$ cat src/rtl/fetch_unit_pkg.sv
// fetch_unit_pkg: shared constants for the instruction fetch unit.
//   RESET_PC_DEF : default first fetch address after reset
//   NOP          : addi x0,x0,0, presented to decode when no word is valid
//   ST_*         : 2-bit fetch FSM state encoding
//   word_align() : clears byte-offset bits of an address
package fetch_unit_pkg;

  localparam logic [31:0] RESET_PC_DEF = 32'h0000_2000;
  localparam logic [31:0] NOP          = 32'h0000_0013;

  localparam logic [1:0] ST_BOOT = 2'd0;  // fetch issued, no data yet
  localparam logic [1:0] ST_RUN  = 2'd1;  // data arriving from imem
  localparam logic [1:0] ST_HOLD = 2'd2;  // word parked in hold register

  function automatic logic [31:0] word_align(input logic [31:0] a);
    return {a[31:2], 2'b00};
  endfunction

endpackage

$ cat src/rtl/fetch_hold_buf.sv
// fetch_hold_buf: single-word hold register with bypass mux.
//   clk, rst  : clock, async active-high reset (hold resets to NOP)
//   capture   : load data_in into the hold register
//   data_in   : live instruction word from imem
//   sel_hold  : 1 = present held word, 0 = pass data_in through
//   data_out  : selected instruction word
module fetch_hold_buf
  import fetch_unit_pkg::*;
(
  input  logic        clk,
  input  logic        rst,
  input  logic        capture,
  input  logic [31:0] data_in,
  input  logic        sel_hold,
  output logic [31:0] data_out
);

  logic [31:0] hold_q;

  always_ff @(posedge clk or posedge rst) begin
    if (rst)          hold_q <= NOP;
    else if (capture) hold_q <= data_in;
  end

  assign data_out = sel_hold ? hold_q : data_in;

endmodule

$ cat src/rtl/fetch_unit.sv
// fetch_unit: instruction fetch front end for a synchronous (1-cycle) imem.
//   clk, rst          : clock, async active-high reset
//   stall             : decode did not accept the current if_* word
//   redirect_valid/pc : resolved taken branch / JAL / JALR target
//   imem_addr/re      : word-aligned fetch address and read enable
//   imem_rdata        : word returned one cycle after an enabled address
//   if_pc/inst/valid  : fetched PC/instruction pair presented to decode
// A word that arrives while decode is stalled is parked in the hold buffer
// and memory reads are suppressed, so the refetch-free resume has no bubble.
module fetch_unit
  import fetch_unit_pkg::*;
#(
  parameter logic [31:0] RESET_PC = RESET_PC_DEF
) (
  input  logic        clk,
  input  logic        rst,
  input  logic        stall,
  input  logic        redirect_valid,
  input  logic [31:0] redirect_pc,
  output logic [31:0] imem_addr,
  output logic        imem_re,
  input  logic [31:0] imem_rdata,
  output logic [31:0] if_pc,
  output logic [31:0] if_inst,
  output logic        if_valid
);

  logic [1:0]  state_q, state_d;
  logic [31:0] pc_f_q, pc_f_d;     // address issued this cycle
  logic [31:0] pc_inf_q, pc_inf_d; // address issued the previous cycle
  logic        re_c;
  logic        capture;
  logic [31:0] buf_out;

  // Byte-offset bits of the target are dropped by design; no trap here.
  logic unused_redirect_lsbs;
  assign unused_redirect_lsbs = ^redirect_pc[1:0];

  always_comb begin
    state_d  = state_q;
    pc_f_d   = pc_f_q;
    pc_inf_d = pc_inf_q;
    re_c     = 1'b0;
    capture  = 1'b0;
    if (redirect_valid) begin
      // Redirect beats stall; the in-flight read is squashed by not issuing
      // one this cycle and by restarting in BOOT (if_valid=0).
      state_d  = ST_BOOT;
      pc_f_d   = word_align(redirect_pc);
      pc_inf_d = word_align(redirect_pc);
    end else begin
      case (state_q)
        ST_BOOT: begin
          re_c     = 1'b1;
          pc_inf_d = pc_f_q;
          pc_f_d   = pc_f_q + 32'd4;
          state_d  = ST_RUN;
        end
        ST_RUN: begin
          if (stall) begin
            capture = 1'b1;
            state_d = ST_HOLD;
          end else begin
            re_c     = 1'b1;
            pc_inf_d = pc_f_q;
            pc_f_d   = pc_f_q + 32'd4;
          end
        end
        ST_HOLD: begin
          // Held word goes out now while the next address is issued.
          if (!stall) begin
            re_c     = 1'b1;
            pc_inf_d = pc_f_q;
            pc_f_d   = pc_f_q + 32'd4;
            state_d  = ST_RUN;
          end
        end
        default: state_d = ST_BOOT;
      endcase
    end
  end

  always_ff @(posedge clk or posedge rst) begin
    if (rst) begin
      state_q  <= ST_BOOT;
      pc_f_q   <= RESET_PC;
      pc_inf_q <= RESET_PC;
    end else begin
      state_q  <= state_d;
      pc_f_q   <= pc_f_d;
      pc_inf_q <= pc_inf_d;
    end
  end

  fetch_hold_buf u_hold (
    .clk      (clk),
    .rst      (rst),
    .capture  (capture),
    .data_in  (imem_rdata),
    .sel_hold (state_q == ST_HOLD),
    .data_out (buf_out)
  );

  // rst gates the read enable directly so it drops without waiting for clk.
  assign imem_re   = re_c & ~rst;
  assign imem_addr = pc_f_q;
  assign if_pc     = pc_inf_q;
  assign if_valid  = (state_q == ST_RUN) || (state_q == ST_HOLD);
  assign if_inst   = (state_q == ST_BOOT) ? NOP : buf_out;

endmodule

$ cat config.mk
export PLATFORM = sky130hd
export DESIGN_NAME = fetch_unit
export DESIGN_NICKNAME = d
export VERILOG_FILES = /design/src/rtl/fetch_unit_pkg.sv /design/src/rtl/fetch_hold_buf.sv /design/src/rtl/fetch_unit.sv
export SDC_FILE = /design/constraint.sdc
export NUM_CORES = 1
export LEC_CHECK = 0
export CAP_MARGIN = 25
export CORE_ASPECT_RATIO = 1.1
export CORE_MARGIN = 10
export CORE_UTILIZATION = 59
export CTS_CLUSTER_DIAMETER = 30
export CTS_CLUSTER_SIZE = 10
export DETAILED_ROUTE_END_ITERATION = 8
export DONT_BUFFER_PORTS = 1
export PLACE_DENSITY = 0.76
export SYNTH_ARGS = -nofsm -noshare
export SYNTH_HDL_FRONTEND = slang
export SYNTH_SLANG_ARGS = --single-unit
$ cat constraint.sdc
create_clock -name clk -period 5.1 [get_ports clk]
set_input_delay 1.02 -clock clk [delete_from_list [all_inputs] [get_ports clk]]
set_output_delay 1.02 -clock clk [all_outputs]
set_load 0.05 [all_outputs]
==> results by group, run 1 <==
Yosys
  • Post-synthesis cell type count: 48
  • Post-synthesis average cell area: 9.62 um2
  • Seq cells post-synth: 95
  • EDFF count, synth: 0
  • Most used DFF post-synth: dfrtp_1
  • Syn Inst Count: 536
  • FFs w/ async S/R, synth: 100%
  • Post-synthesis instance area: 5150 um2
  • Synth warnings: 0
  • Sequential cell area fraction in the yosys report: 46.2%

Clocking
  • Clk pin slew, worst setup/hold paths: 0.09 ns
  • Clk sinks: 95
  • Root cell of the clock tree: clkbuf_8
  • PostCTS Resize Cnt: 0
  • CTS tree: built
  • Hold buffer count at CTS: 0
  • Worst skew pair latency: 0.36 ns
  • Number of setup buffers added after CTS: 0
  • Inserted Clock Buffers: 9
  • H-tree depth: 3
  • Clk buf depth: 2

Pwr
  • Net Sw Frac: 52.4%
  • Max VDD drop: 0.283 mV
  • Cell internal pwr: 1740 uW
  • Reg power frac: 46.2%
  • Switch Pwr: 1910 uW
  • Fraction of power consumed by the clock network: 15.0%
  • Combinational power share: 38.8%
  • Pwr dens: 676 nW/um2
  • Leakage: 0.00216 uW

Cells and area
  • Nets: 583
  • Synthesis-to-finish area growth: 4.78%
  • Diodes inserted: 0
  • Fraction of layout cells with a size suffix above 1: 14.2%
  • Layout Cells excl Fill: 625
  • Utilization after layout: 63.9%
  • Fill count: 699

Run
  • Max Cap Viol: 0

Drt
  • Routed Antenna Nets: 0
  • Remaining DRCs: 0
  • Routed WL per cell: 21.4 um
  • Met3 Routed Length: 1.45 mm
  • DRT iter0 DRCs: 319
  • TritonRoute pass-1 iters: 5
  • Via-to-Cell Ratio: 6.31
  • Highest routed layer: met4
  • Met1 WL: 5.33 mm
  • Drt total wl: 13.4 mm
  • DR vias: 3946
  • Met2 routed WL: 6.41 mm

Floorplan
  • Starting density of the core: 61.0%
  • Row cnt: 35
  • I/O Pins: 166
  • Die Wd: 109 um
  • Die area: 12900 um2
  • Die Span Y: 118 um
  • Core region area: 8450 um2

Placed design
  • GPL Wtd Cong: 0.810
  • DP Worst Slack: 1.72 ns
  • Cells after DPL: 608
  • Dpl hpwl: 9.74 mm
  • Port-buffer cells: 0

STA
  • Setup violators final: 0
  • Measured slew at the worst slew-check pin: 1.07 ns
  • Tmin final: 3.73 ns
  • Skew final: 0.0153 ns
  • Fin. max-slew vios: 0
  • Slew margin rel.: 28.8%
  • PnR worst setup slack: 1.37 ns
  • Fin crit share: 73.1%
  • Final Hold Viols: 0
  • RSZ-0062 raised after global routing: false
  • Hold WS: 0.511 ns
  • Fmax: 0.268 GHz
  • Setup_tns: 0 ns

Worst setup path
  • CP required: 4.08 ns
  • Worst-path maximum fanout: 36
  • CP Launch Type: flip-flop
  • WS Path Type: reg2out
  • Data arrival, critical path: 2.71 ns
  • CP endpoint kind: output port

Status
  • Status: finished clean

Hold path
  • Worst Hold Class: reg2reg

GRT
  • Initial antenna violation count: 0
  • Vias in the first global route: 3886
  • Largest net degree at the start of global routing: 52
  • First-pass GRT wire length: 20.7 mm
  • Total track usage: 19.7%
  • Total grt overflow: 0
[cell families (layout without fill, tap and decap cells)]
kind of cell | count (synthesis) | count (layout) | share of synthesized area [%]
DFF | 95 | 95 | 46.2
other | 1 | 2 | 0.0727
AOI/OAI and AO/OA | 90 | 90 | 12.1
and+or+nand+nor | 217 | 217 | 20.6
adders and majority gates | 6 | 6 | 1.46
buffers and inverters | 53 | 30 | 4.56
xor gates and xnor gates | 8 | 8 | 1.36
muxes | 66 | 66 | 13.6
[worst paths after layout]
kind,startpoint,depth (start not counted),to,slack (ns)
setup / recovery,state_q[0],4,if_inst[11],1.37
hold / removal,u_hold.hold_q[13],1,u_hold.hold_q[13],0.51
setup reg to reg,state_q[0],6,imem_addr[29],2.10
hold reg to reg,u_hold.hold_q[13],1,u_hold.hold_q[13],0.51
max in group asynchronous,rst,2,if_pc[14],3.47
min in group asynchronous,rst,1,u_hold.hold_q[12],0.60
[cells in the mapped netlist (2+ instances only)]
library cell | instances | area [um2]
nand4_1 | 9 | 56.3
o31ai_1 | 8 | 60.1
dfstp_2 | 5 | 131
nand3_1 | 9 | 45.0
xnor2_1 | 7 | 61.3
mux2_2 | 32 | 360
ha_1 | 6 | 75.1
and3_1 | 5 | 31.3
a21boi_0 | 4 | 30.0
a211oi_1 | 8 | 60.1
nor3_1 | 10 | 50.1
a311oi_1 | 13 | 114
inv_1 | 6 | 22.5
dfrtp_1 | 90 | 2250
a21oi_1 | 10 | 50.1
nor2b_1 | 10 | 62.6
nand2b_1 | 6 | 37.5
buf_4 | 4 | 30.0
and4_1 | 6 | 52.6
buf_1 | 7 | 26.3
or2_2 | 2 | 12.5
a21o_1 | 2 | 15.0
nor4_1 | 16 | 100
mux2i_1 | 34 | 340
nor2_1 | 63 | 236
and2_1 | 8 | 50.1
o21ai_0 | 2 | 10.0
nand2_1 | 62 | 233
a31oi_1 | 36 | 225
clkbuf_1 | 23 | 86.3
buf_2 | 10 | 50.1
a211o_1 | 3 | 26.3
or4_1 | 5 | 37.5
[layer usage]
metal,vias up,GRT usage (%)
met5,-,0
met1,1878,23.9
met4,0,8.09
met3,13,5.86
met2,177,31.5
li1,1878,-
[cell usage in the layout, fill, tap and decap left out, types with 2 or more instances in the layout]
master / netlist / routed
a211o_1: 3 / 3
a211oi_1: 8 / 8
a21boi_0: 4 / 4
a21o_1: 2 / 2
a21oi_1: 10 / 10
a311oi_1: 13 / 13
a31oi_1: 36 / 36
and2_1: 8 / 8
and3_1: 5 / 5
and4_1: 6 / 6
buf_4: 4 / 5
bufinv_16: 0 / 2
clkbuf_8: 0 / 9
conb_1: 1 / 2
dfrtp_1: 90 / 90
dfstp_2: 5 / 5
ha_1: 6 / 5
inv_1: 6 / 5
inv_6: 0 / 2
mux2_2: 32 / 32
mux2i_1: 34 / 34
nand2_1: 62 / 62
nand2b_1: 6 / 6
nand3_1: 9 / 9
nand4_1: 9 / 9
nor2_1: 63 / 62
nor2b_1: 10 / 10
nor3_1: 10 / 10
nor4_1: 16 / 15
o21ai_0: 2 / 2
o31ai_1: 8 / 8
or2_2: 2 / 2
or4_1: 5 / 5
xnor2_1: 7 / 7
[power by group through the flow]
stage               clock network [uW]  registers (uW)  logic (uW)
detailed placement                   0            1710        1400
CTS                                557            1690        1400
finish                             548            1690        1420
floorplan                            0            1620        1210
global route                       590            1720        1550
global placement                     0            1690        1340
[metrics by stage]
step,area [um2],total power (uW)
finish,5400,3650
global route,5400,3860
CTS,5390,3650
detailed placement,5170,3110
global placement,5140,3030
floorplan,5160,2830
[cell type report]
class	count	area [um2]	share of cell area, %
clock buffers	10	128	2.36
well taps	111	139	2.57
multi-input cells	389	2550	47.2
clock inverters	6	91.3	1.69
flip-flops and latches	95	2380	44.1
repair buffers	7	80.1	1.48
inverters	7	28.8	0.533
[state kept, by name, indices dropped and copies added, names as in the netlist]
signal         cells
if_pc             31
imem_addr         30
state_q            2
u_hold.hold_q     32
[worst max-delay path, stage by stage, from the launching register on]
cell     delay, ns
dfrtp_1       0.45
inv_1         0.11
ha_2          0.85
mux2i_1       0.21
nor2_1        0.73
No activity file was read; power rests on OpenSTA's default activity.
==> run 2: changes to the inputs <==
==> constraint.sdc (replaced) <==
create_clock -name clk -period 3.75 [get_ports clk]
set_input_delay 0.75 -clock clk [delete_from_list [all_inputs] [get_ports clk]]
set_output_delay 0.75 -clock clk [all_outputs]
set_load 0.05 [all_outputs]
==> results by group, run 2 (same netlist as run 1, synthesis figures left out) <==
Drt
  • TritonRoute pass-1 iters: 4 (-1)
  • Met3 Routed Length: 1.33 mm (-7.7%)
  • Met1 WL: 5.45 mm (+2.3%)
  • Remaining DRCs: 0 (unchanged)
  • Drt total wl: 14.0 mm (+4.3%)
  • Routed Antenna Nets: 0 (unchanged)
  • DRT iter0 DRCs: 438 (+37%)
  • DR vias: 4182 (+6.0%)
  • Routed WL per cell: 21.1 um (-1.3%)
  • Highest routed layer: met4
  • Via-to-Cell Ratio: 6.34 (+0.36%)
  • Met2 routed WL: 6.93 mm (+8.1%)

STA
  • Slew margin rel.: 39.9% (+11 points)
  • RSZ-0062 raised after global routing: false
  • Measured slew at the worst slew-check pin: 0.902 ns (-0.166 ns)
  • Fin. max-slew vios: 0 (unchanged)
  • Setup_tns: 0 ns (unchanged)
  • Final Hold Viols: 0 (unchanged)
  • Fmax: 0.327 GHz
  • Fin crit share: 81.5%
  • Setup violators final: 0 (unchanged)
  • Skew final: 0.0147 ns (-0.000626 ns)
  • Tmin final: 3.06 ns

GRT
  • Largest net degree at the start of global routing: 80 (+54%)
  • First-pass GRT wire length: 21.7 mm (+4.9%)
  • Vias in the first global route: 4148 (+6.7%)
  • Total grt overflow: 0 (unchanged)
  • Initial antenna violation count: 0 (unchanged)
  • Total track usage: 20.5% (+0.84 points)

Pwr
  • Power, Total: 5190 uW (+42%)
  • Leakage: 0.00234 uW (+8.5%)
  • Pwr dens: 913 nW/um2 (+35%)
  • Max VDD drop: 0.493 mV (+75%)

Worst setup path
  • CP Launch Type: flip-flop
  • Worst-path maximum fanout: 5 (-86%)
  • CP endpoint kind: output port
  • Critical Path Max Stage Delay: 0.64 ns (-0.21 ns)
  • WS Path Type: reg2out
  • CP required: 3.00 ns (-1.08 ns)
  • Slowest cell on the critical path: ha_1
  • Data arrival, critical path: 2.31 ns (-0.40 ns)
  • CP Cell Sequence: inv_1 -> ha_1 -> nor2b_1 -> nor2_1 -> nor4_2 -> buf_4

Cells and area
  • Fill count: 676 (-3.3%)
  • Synthesis-to-finish area growth: 10.2%
  • Most frequent cells in the layout: 90 x dfrtp_1, 62 x nor2_1, 62 x nand2_1, 40 x buf_4, 36 x a31oi_1
  • Fraction of layout cells with a size suffix above 1: 19.5% (+5.3 points)
  • Commonest non-fill, non-tap cell in the layout: dfrtp_1
  • Nets: 618 (+6.0%)
  • Max reg flops: 32 (unchanged)
  • Most flops, register: u_hold.hold_q
  • Diodes inserted: 0 (unchanged)

Placed design
  • Port-buffer cells: 0 (unchanged)
  • Dpl hpwl: 10.0 mm (+3.1%)
  • GPL Wtd Cong: 0.808 (-0.22%)

Floorplan
  • I/O Pins: 166 (unchanged)
  • Die Span Y: 118 um (unchanged)
  • Core region area: 8450 um2 (unchanged)
  • Die Wd: 109 um (unchanged)
  • Die area: 12900 um2 (unchanged)
  • Starting density of the core: 61.0% (unchanged)
  • Row cnt: 35 (unchanged)

Clocking
  • Clk pin slew, worst setup/hold paths: 0.10 ns (about the same)
  • PostCTS Resize Cnt: 0 (unchanged)
  • CTS tree: built
  • Hold buffer count at CTS: 0 (unchanged)
  • H-tree depth: 3 (unchanged)
  • Worst skew pair latency: 0.36 ns (about the same)
  • Number of setup buffers added after CTS: 0 (unchanged)
  • Clk sinks: 95 (unchanged)
  • Inserted Clock Buffers: 9 (unchanged)
  • Clk buf depth: 2 (unchanged)
  • Root cell of the clock tree: clkbuf_8

Run
  • Max Cap Viol: 0 (unchanged)

Status
  • Status: finished clean

Hold path
  • Worst Hold Class: in2async
[run 2: cell count changes in the layout (fill, tap and decap cells not counted)]
| cell | change |
|---|---|
| inv_6 | -1 |
| clkinv_2 | -1 |
| clkbuf_1 | +1 |
| clkinvlp_4 | +1 |
| bufinv_16 | +1 |
| clkinv_4 | -1 |
| buf_4 | +35 |
[run 2: power breakdown]
group / total [uW] / internal [uW] / switching (uW)
clock network: 800 / 446 / 354
registers: 2300 / 1380 / 921
logic: 2090 / 734 / 1350
[run 2: critical path, delay by kind of cell (launching register included)]
family        cells  cell delay [ns]
buf+inv           2             0.34
fa+ha+maj         1             0.64
flops             1             0.44
simple gates      3             0.53
[run 2: path summary, 6_finish.rpt]
| kind | cells past startpoint | slack (ns) | end | startpoint |
|---|---|---|---|---|
| min in group clk | 1 | 0.49 | state_q[0] | redirect_valid |
| max reg2reg | 6 | 1.00 | imem_addr[20] | state_q[0] |
| max in group asynchronous | 3 | 2.81 | imem_addr[3] | rst |
| max | 6 | 0.69 | imem_re | state_q[0] |
| min | 1 | 0.16 | u_hold.hold_q[30] | rst |
| min reg2reg | 1 | 0.52 | u_hold.hold_q[18] | u_hold.hold_q[18] |
[run 2: cell type report]
type | count | area, um2 | area share (%)
multi-input combinational | 389 | 2550 | 44.9
sequential | 95 | 2380 | 41.9
timing repair buffer | 42 | 343 | 6.03
tap | 111 | 139 | 2.44
clock buffer | 11 | 131 | 2.31
clock inverter | 5 | 106 | 1.87
inverter | 7 | 28.8 | 0.506
[run 2: layer usage]
layer,GRT usage (%),vias to the layer above
li1,-,1946
met1,24.9,2048
met2,34.4,167
met3,5.48,21
met4,6.11,0
met5,0,-
[run 2: stage by stage]
stage	cell area, um2	worst slack (ns)	utilization, %	cells	hold slack [ns]
floorplan	5160	0.135	-	537	0.479
global placement	5400	0.990	63.9	642	0.486
detailed placement	5400	0.879	63.9	642	0.493
CTS	5640	0.645	66.7	658	0.463
global route	5680	0.500	67.2	660	0.154
finish	5680	0.692	67.2	660	0.163
==> run 3: changes to the inputs <==
--- a/config.mk
+++ b/config.mk
@@ -8,12 +8,12 @@
 export CAP_MARGIN = 25
 export CORE_ASPECT_RATIO = 1.1
 export CORE_MARGIN = 10
-export CORE_UTILIZATION = 59
+export CORE_UTILIZATION = 58
 export CTS_CLUSTER_DIAMETER = 30
 export CTS_CLUSTER_SIZE = 10
 export DETAILED_ROUTE_END_ITERATION = 8
 export DONT_BUFFER_PORTS = 1
-export PLACE_DENSITY = 0.76
+export PLACE_DENSITY = 0.77
 export SYNTH_ARGS = -nofsm -noshare
 export SYNTH_HDL_FRONTEND = slang
 export SYNTH_SLANG_ARGS = --single-unit
==> constraint.sdc (replaced) <==
create_clock -name clk -period 2.7 [get_ports clk]
set_input_delay 0.54 -clock clk [delete_from_list [all_inputs] [get_ports clk]]
set_output_delay 0.54 -clock clk [all_outputs]
set_load 0.05 [all_outputs]
==> results by group, run 3 (same netlist as run 1, synthesis figures left out) <==
Status
  • Status: finished clean

Placed design
  • Port-buffer cells: 0 (unchanged)
  • GPL Wtd Cong: 0.845 (+4.5%)
  • Cells after DPL: 669 (+4.2%)
  • DP Worst Slack: 0.341 ns (-0.538 ns)
  • Dpl hpwl: 10.4 mm (+3.2%)

Worst setup path
  • Slowest cell on the critical path: dfrtp_1
  • Data arrival, critical path: 2.04 ns (-0.27 ns)
  • WS Path Type: reg2out
  • CP Cell Sequence: inv_1 -> ha_4 -> buf_12 -> nor2b_1 -> a211o_1
  • CP required: 2.16 ns (-0.84 ns)
  • Delay-heaviest family, CP: flip-flops
  • Crit path buffers/inverters: 2 (unchanged)
  • Worst-path maximum fanout: 27 (+22)
  • Critical Path Max Stage Delay: 0.46 ns (-0.18 ns)
  • CP Launch Type: flip-flop
  • CP endpoint kind: output port

Drt
  • DRT iter0 DRCs: 395 (-9.8%)
  • DR vias: 4332 (+3.6%)
  • Routed WL per cell: 21.0 um (-0.85%)
  • Routed Antenna Nets: 0 (unchanged)
  • TritonRoute pass-1 iters: 5 (+1)
  • Remaining DRCs: 0 (unchanged)
  • Via-to-Cell Ratio: 6.32 (-0.19%)
  • Drt total wl: 14.4 mm (+2.9%)

Cells and area
  • Nets: 640 (+3.6%)
  • Most frequent cells in the layout: 90 x dfrtp_1, 62 x nor2_1, 62 x nand2_1, 61 x buf_4, 36 x a31oi_1
  • Synthesis-to-finish area growth: 13.4%
  • Fraction of layout cells with a size suffix above 1: 22.9% (+3.5 points)
  • Max reg flops: 32 (unchanged)
  • Layout Cells excl Fill: 685 (+3.8%)
  • Commonest non-fill, non-tap cell in the layout: dfrtp_1
  • Most flops, register: u_hold.hold_q
  • Diodes inserted: 0 (unchanged)

STA
  • Tmin final: 2.58 ns
  • Measured slew at the worst slew-check pin: 0.897 ns (-0.00476 ns)
  • Fmax: 0.388 GHz
  • RSZ-0062 raised after global routing: false
  • Setup_tns: 0 ns (unchanged)
  • Final Hold Viols: 0 (unchanged)
  • PnR worst setup slack: 0.120 ns (-0.572 ns)
  • Setup violators final: 0 (unchanged)
  • Slew margin rel.: 40.2% (+0.32 points)
  • Skew final: 0.0115 ns (-0.00324 ns)
  • Fin. max-slew vios: 0 (unchanged)
  • Fin crit share: 95.6%

Clocking
  • H-tree depth: 3 (unchanged)
  • Inserted Clock Buffers: 9 (unchanged)
  • Hold buffer count at CTS: 0 (unchanged)
  • Worst skew pair latency: 0.36 ns (about the same)
  • Clk sinks: 95 (unchanged)
  • Clk pin slew, worst setup/hold paths: 0.09 ns (about the same)
  • Clk buf depth: 2 (unchanged)
  • Root cell of the clock tree: clkbuf_8
  • CTS tree: built

Pwr
  • Max VDD drop: 0.502 mV (+1.6%)
  • Leakage: 0.00244 uW (+4.2%)
  • Pwr dens: 1230 nW/um2 (+35%)

Floorplan
  • Die Span Y: 119 um (+0.71%)
  • Core region area: 8780 um2 (+3.9%)
  • Starting density of the core: 58.7% (-2.3 points)
  • Die area: 13100 um2 (+1.4%)
  • Die Wd: 110 um (+0.70%)
  • I/O Pins: 166 (unchanged)
  • Row cnt: 36 (+2.9%)

GRT
  • Vias in the first global route: 4401 (+6.1%)
  • Total grt overflow: 0 (unchanged)
  • Largest net degree at the start of global routing: 81 (+1.3%)
  • Total track usage: 21.4% (+0.86 points)
  • Initial antenna violation count: 0 (unchanged)
  • First-pass GRT wire length: 22.6 mm (+4.1%)

Run
  • Max Cap Viol: 0 (unchanged)

Hold path
  • Worst Hold Class: in2async
-- run 3: final timing paths --
check                      slack (ns)        startpoint                to  cells after the start
hold / removal                   0.11               rst      imem_addr[7]                      1
hold reg to reg                  0.51  u_hold.hold_q[7]  u_hold.hold_q[7]                      1
setup / recovery                 0.12        state_q[0]        if_inst[0]                      5
setup reg to reg                 0.21        state_q[0]     imem_addr[20]                      6
max in group asynchronous        1.84               rst  u_hold.hold_q[4]                      2
min in group clk                 0.26    redirect_valid        state_q[1]                      1
-- run 3: worst reg2reg max path, cell delays in order (launching register included) --
cell	delay, ns
dfrtp_1	0.47
inv_1	0.14
ha_1	0.38
nand2b_1	0.30
a21o_1	0.40
or4_1	0.54
a31oi_1	0.17
-- run 3: repair_timing --
item | 4_1_cts | 5_1_grt
resized for setup | 0 | 2
buffers inserted | 0 | 0
setup endpoints to repair | 0 | 22
-- run 3: report_power, final --
part / leakage, uW / total (uW) / internal (uW) / switching (uW)
clock network: 0.000109 / 991 / 502 / 489
registers: 0.00110 / 2910 / 1920 / 987
logic: 0.00123 / 3320 / 1120 / 2200
total: 0.00244 / 7220 / 3540 / 3680
-- run 3: cell type report --
type                       count  area, um2
fill                         686       2940
timing repair buffer          64        518
multi-input combinational    389       2560
inverter                       7       30.0
clock inverter                 3       40.0
tap                          114        143
sequential                    95       2380
clock buffer                  13        169
-- run 3: per-layer routing --
metal	vias to the layer above	routed length (um)	GRT usage (%)
li1	1994	-	-
met1	2114	5340	25.5
met3	23	1610	6.47
met4	0	272	7.74
met2	201	7140	35.4
met5	-	0	0
-- run 3: per-stage QoR --
step	instance area (um2)	util, %	total power (uW)	hold WS, ns
after global routing	5850	66.6	7620	0.138
after detailed placement	5630	64.0	6240	0.494
after CTS	5830	66.4	7240	0.119
after global placement	5630	64.0	6110	0.485
final	5850	66.6	7220	0.110
after floorplan	5170	-	5350	0.479
